File: src/rtl/fetch_unit.sv
// Instruction fetch unit: keeps the fetch PC, issues one instruction-memory request at a time,
// holds the returned word for decode, and drops responses made stale by a redirect.
module fetch_unit #(
    parameter logic [12:0] RESET_PC = 13'h0000
) (
    input  logic        clk,
    input  logic        rst,
    input  logic        redirect_valid,
    input  logic [12:0] redirect_pc,
    output logic        imem_req,
    output logic [12:0] imem_addr,
    input  logic        imem_gnt,
    input  logic        imem_rvalid,
    input  logic [31:0] imem_rdata,
    output logic        instr_valid,
    input  logic        instr_ready,
    output logic [31:0] instr,
    output logic [12:0] pc_out,
    output logic [12:0] pc_plus4
);

    typedef enum logic [2:0] {
        IDLE = 3'd0,
        REQ  = 3'd1,
        WAIT = 3'd2,
        HOLD = 3'd3,
        DROP = 3'd4
    } state_t;

    localparam logic [12:0] RESET_PC_ALIGNED = {RESET_PC[12:2], 2'b00};

    state_t      state_q;
    logic [12:0] pc_q;
    logic [12:0] pc_out_q;
    logic [31:0] instr_q;
    logic        req_q;
    logic        valid_q;

    logic [12:0] redir_pc_d;
    logic [12:0] pc_inc_d;

    assign redir_pc_d = {redirect_pc[12:2], 2'b00};
    assign pc_inc_d   = pc_q + 13'd4;

    // Fetch control FSM; outputs are registered alongside the state.
    always_ff @(posedge clk or posedge rst) begin
        if (rst) begin
            state_q  <= IDLE;
            pc_q     <= RESET_PC_ALIGNED;
            pc_out_q <= RESET_PC_ALIGNED;
            instr_q  <= 32'h0000_0000;
            req_q    <= 1'b0;
            valid_q  <= 1'b0;
        end else begin
            case (state_q)
                IDLE: begin
                    state_q <= REQ;
                    req_q   <= 1'b1;
                    if (redirect_valid) begin
                        pc_q <= redir_pc_d;
                    end
                end
                REQ: begin
                    if (redirect_valid) begin
                        pc_q <= redir_pc_d;
                        if (imem_gnt) begin
                            state_q <= DROP;
                            req_q   <= 1'b0;
                        end
                    end else if (imem_gnt) begin
                        state_q <= WAIT;
                        req_q   <= 1'b0;
                    end
                end
                WAIT: begin
                    if (redirect_valid) begin
                        pc_q <= redir_pc_d;
                        if (imem_rvalid) begin
                            state_q <= REQ;
                            req_q   <= 1'b1;
                        end else begin
                            state_q <= DROP;
                        end
                    end else if (imem_rvalid) begin
                        instr_q  <= imem_rdata;
                        pc_out_q <= pc_q;
                        pc_q     <= pc_inc_d;
                        valid_q  <= 1'b1;
                        state_q  <= HOLD;
                    end
                end
                HOLD: begin
                    // A redirect kills the held word even if decode is taking it this cycle.
                    if (redirect_valid) begin
                        pc_q    <= redir_pc_d;
                        valid_q <= 1'b0;
                        state_q <= REQ;
                        req_q   <= 1'b1;
                    end else if (instr_ready) begin
                        valid_q <= 1'b0;
                        state_q <= REQ;
                        req_q   <= 1'b1;
                    end
                end
                DROP: begin
                    if (redirect_valid) begin
                        pc_q <= redir_pc_d;
                    end
                    if (imem_rvalid) begin
                        state_q <= REQ;
                        req_q   <= 1'b1;
                    end
                end
                default: begin
                    state_q <= IDLE;
                    req_q   <= 1'b0;
                    valid_q <= 1'b0;
                end
            endcase
        end
    end

    assign imem_req    = req_q;
    assign imem_addr   = pc_q;
    assign instr_valid = valid_q;
    assign instr       = instr_q;
    assign pc_out      = pc_out_q;
    assign pc_plus4    = pc_out_q + 13'd4;

endmodule

File: config.mk
export PLATFORM = sky130hd
export DESIGN_NAME = fetch_unit
export DESIGN_NICKNAME = d
export VERILOG_FILES = /design/src/rtl/fetch_unit.sv
export SDC_FILE = /design/constraint.sdc
export NUM_CORES = 1
export LEC_CHECK = 0
export CAP_MARGIN = 25
export CELL_PAD_IN_SITES_DETAIL_PLACEMENT = 1
export CELL_PAD_IN_SITES_GLOBAL_PLACEMENT = 2
export CORE_ASPECT_RATIO = 0.5
export CORE_MARGIN = 1
export CORE_UTILIZATION = 40
export CTS_BUF_LIST = sky130_fd_sc_hd__clkbuf_4 sky130_fd_sc_hd__clkbuf_8
export DETAILED_ROUTE_END_ITERATION = 6
export DONT_BUFFER_PORTS = 1
export GPL_TIMING_DRIVEN = 1
export PLACE_DENSITY_LB_ADDON = 0.1
export SYNTH_ARGS = -nofsm -noshare
export SYNTH_HDL_FRONTEND = slang
export SYNTH_SLANG_ARGS = --single-unit
File: constraint.sdc
create_clock -name clk -period 2 [get_ports clk]
set_input_delay 0.4 -clock clk [delete_from_list [all_inputs] [get_ports clk]]
set_output_delay 0.4 -clock clk [all_outputs]
set_load 0.1 [all_outputs]
# Yosys cells after proc, flatten, opt, wreduce, memory -nomap -nowiden

Index checks and enable logic that the tools add are counted.

Bits in registers: 63
Latch bits: 0
Bits in writable memories: 0
Bits in read-only memories: 0
Bits of input ports: 51
Output and inout bits: 73
Word-level logic and storage cells: 56
Memories: 0

Add/sub/neg operators: 2
Multiply operators: 0
Div/mod/pow operators: 0
Magnitude comparators: 0
Eq/ne operators: 12
Shift operators: 0
Mux-type cells: 25
Bitwise gates (word level): 2
Reduce and logical (&&, ||, !) cells: 9

Operators by type and width:

| kind                  | count |
|---|---|
| $mux 13               | 3 |
| $mux 3                | 9 |
| $add 13x3->13 const B | 2 |
| $pmux 13 s2           | 1 |
| $pmux 3 s5            | 1 |
| $ne 2x2->1 const B    | 5 |
| $mux 1                | 9 |
| $reduce_and 3->1      | 3 |
| $reduce_and 4->1      | 2 |
| $eq 3x2->1 const B    | 2 |
| $ne 3x3->1 const B    | 2 |
| $pmux 1 s5            | 1 |
| $reduce_or 4->1       | 1 |
| $eq 3x1->1 const B    | 1 |
| $eq 3x3->1 const B    | 1 |
| $logic_not 3->1       | 1 |
| $pmux 1 s3            | 1 |
| $reduce_or 3->1       | 1 |
| $ne 2x1->1 const B    | 1 |
| $not 1->1             | 2 |
| $reduce_bool 2->1     | 1 |

# Logic depth before layout (Yosys ltp)

Gate-level depths: netlist of the first run.

Word-level depth: 4
Gate-level depth with buffers: 6
Mapped depth without buffers: 5

# Worst setup path after synthesis of the first run

No wires, ideal clock.

Kind: reg-to-output
From: register pc_out_q[4] (netlist: pc_out[4])
To: output pc_plus4[9]
Arrival: 3161 ps
Required time: 1600 ps
Setup slack: -1561 ps
Stages on the path, launching flop included: 5
Path buffers: 1
Cell sequence: dfrtp_1 -> clkbuf_1 -> nand3_1 -> nand2b_1 -> xnor2_1

Word-level cells in the longest chain between the ends: 1

Ends and longest elaborated chain:

| what                   | line | text |
|---|---|---|
| from (decl)            | 34   | `logic [12:0] pc_out_q;` |
| from (signal assigned) | 86   | `pc_out_q <= pc_q;` |
| $add 13x3->13          | 128  | `assign pc_plus4 = pc_out_q + 13'd4;` |
| to (decl)              | 19   | `output logic [12:0] pc_plus4` |

Every way passes these cells.

# Final worst setup path of the first run

From: register pc_out_q[6] (netlist: pc_out[6])
To: output pc_plus4[10]

The elaborated chain is that of the path after synthesis.

==> reports/results.tsv, run 1 <==
metric	value	unit
grtUsageTotal	0.225	
vias_per_cell	5.60	
ys_types	45	
setup_tns	-0.0645	ns
drv_slew	0	
io_pins	124	
wl_per_cell	20.1	um
finalCritPeriodShare	1.02	
clkSlewWorstSetupHoldPaths	0.07	ns
gp_congestion	0.799	
fp.dieW	123	um
htreeDepth	3	
synth_seq_cells	59	
cts.path.max_buffers	2	
antenna_violating_nets_post_route	0	
yosysSeqAreaShare	0.508	
yosys_warnings	0	
syn_to_final_growth	34.5	%
r2r_cells	5	
grt_pass1_wl	12.8	mm
cts_root_buffer	clkbuf_8	
cts_hold_buf	0	
cts_tree	done	
rr_startpoint	imem_addr[2]	
syn_inst	247	
hold_class	input port to async pin	
hold_violations	0	
antenna_found_initial	0	
overflow	0	
violations	setup timing	
setup_slack	-0.0383	ns
fin_hold_ws	0.0604	ns
post-dp-hpwl	5.65	mm
grt_start_max_net_pins	36	
diodes	0	
start_kind	flop	
vias	2183	
fp.coreArea	6860	um^2
drt_iter0_drc	74	
arrival	1.64	ns
cp_data_required_time	1.60	ns
min_period	2.04	ns
final_nets	346	
numCtsBuffers	9	
tightestPinTransition	0.918	ns
status	finished with violations	
avgSynthCellArea	11.8	um^2
post_dp_cell_area	3620	um^2
post-route-drc-count	0	
die_area	7630	um^2
fin_area	3910	um^2
place.port_buffers	0	
slew_headroom	0.388	
die_y	62.3	um
worstSetupPathType	flop to output port	
nFillCells	700	
final_util	0.570	
start_util	0.424	
grt_pass1_vias	2379	
critPathMaxFanout	3	
drt-total-wl	7.83	mm
rsz0062_at_grt	true	
drive_gt1_frac	0.500	
insertion_delay	0.34	ns
finalSetupViolations	2	
worstReg2RegEnd	imem_addr[8]	
max_freq	491	MHz
endpoint_kind	output port	
numClockSinks	59	
dr.pass1.iters	4	
rows	21	
maxCapViolations	0	
clock_skew	0.00475	ns
r2r_setup_slack	0.28	ns
netlist_area	2910	um^2
[flip-flops by register name (all words and copies together) (netlist names)]
register     cells
imem_addr       11
imem_req         1
instr           32
instr_valid      1
pc_out          11
state_q          3
[repair_timing]
| action | in CTS | in global routing |
|---|---|---|
| buffers inserted | 6 | 2 |
| setup endpoints to repair | 6 | 8 |
| resized for setup | 1 | 3 |
| pin swaps | 5 | 6 |
[stage by stage]
| step | setup WS [ns] | cells |
|---|---|---|
| 6_report | -0.0383 | 390 |
| 5_1_grt | -0.109 | 390 |
| 4_1_cts | -0.0622 | 388 |
| 3_5_place_dp | 0.128 | 366 |
| 3_3_place_gp | 0.172 | 366 |
| 2_1_floorplan | -0.386 | 252 |
[worst max path at each step]
stage                from           end
2_1_floorplan   pc_out[7]  pc_plus4[10]
3_3_place_gp   state_q[0]  imem_addr[7]
5_1_grt         pc_out[5]  pc_plus4[10]
4_1_cts         pc_out[7]  pc_plus4[12]
6_report        pc_out[6]  pc_plus4[10]
3_5_place_dp   state_q[0]  imem_addr[7]
[worst max-delay path, stage by stage (launching register included)]
cell and delay [ns]:
dfrtp_2 0.37, and4_4 0.26, nand4_1 0.24, xnor2_4 0.24, buf_12 0.19
[cell usage in the layout (no fill, tap or decap), types with 5 or more instances in the layout]
cell type / instances
nand3_1: 7
conb_1: 6
dfrtp_1: 45
xnor2_4: 5
nor2_1: 8
a21oi_1: 12
clkbuf_8: 11
o21ai_0: 10
buf_12: 11
buf_4: 38
dfrtp_2: 14
mux2_2: 40
nand2_1: 12
[metal layers]
layer / vias up / track usage / wire length [um] / part of all wire
met5: - / 0 / 0 / 0
met4: 0 / 0.0457 / 39 / 0.0050
met3: 5 / 0.0993 / 714 / 0.091
met2: 102 / 0.369 / 3830 / 0.49
met1: 1093 / 0.274 / 3250 / 0.41
li1: 983 / - / - / -
[cells by family after synthesis]
kind of cell | share of synthesized area
mux | 0.178
compound gates | 0.111
simple gates | 0.109
xor+xnor | 0.0271
flops | 0.508
fa+ha+maj | 0.00861
buf+inv | 0.0564
other cells | 0.00129
[cell usage after synthesis (all sizes together)]
library cell  count  area share
nor2b             2      0.0043
nand3            11       0.019
a221oi            1      0.0030
a31oi             1      0.0022
ha                2      0.0086
a2bb2oi           4       0.012
xor2              4       0.012
o22ai             3      0.0065
a21oi            12       0.021
o2bb2ai           3      0.0090
nor2             12       0.016
nor3              3      0.0090
mux2i             3       0.012
o2bb2a            1      0.0034
mux2             43        0.17
conb              1      0.0013
dfrtp            59        0.51
nand3b            1      0.0069
nor4              3      0.0065
and4bb            1      0.0043
o311ai            2      0.0060
and4              3      0.0090
a22oi             1      0.0026
xnor2             5       0.015
a41o              1      0.0034
buf              17       0.045
o21ai            10       0.017
a31o              2      0.0060
o211ai            2      0.0052
o32ai             1      0.0030
nand4             4      0.0086
a22o              1      0.0030
nand2b            2      0.0043
clkbuf            4      0.0052
nand2            12       0.016
inv               5      0.0065
and3              1      0.0022
nor4b             1      0.0030
o21a              3      0.0078
[final cells by class]
cell class | count | area [um^2] | share of cell area
multi-input cells | 167 | 1540 | 0.394
flip-flops and latches | 59 | 1490 | 0.382
repair buffers | 51 | 528 | 0.135
clock buffers | 11 | 151 | 0.0387
well taps | 92 | 115 | 0.0295
clock inverters | 5 | 61.3 | 0.0157
inverters | 5 | 18.8 | 0.00480
Power of run 1 is left out: the tool's default activity adds up to more than one toggle a clock period on the data nets, which glitch-free logic cannot reach.
==> run 2: changes to the inputs <==
--- a/config.mk
+++ b/config.mk
@@ -16,6 +16,7 @@
 export DONT_BUFFER_PORTS = 1
 export GPL_TIMING_DRIVEN = 1
 export PLACE_DENSITY_LB_ADDON = 0.1
+export SLEW_MARGIN = 20
 export SYNTH_ARGS = -nofsm -noshare
 export SYNTH_HDL_FRONTEND = slang
 export SYNTH_SLANG_ARGS = --single-unit
==> results of run 2 <==
The final DEF is identical to that of run 1; final timing and power are the same.
Power of run 2 is left out for the same reason.
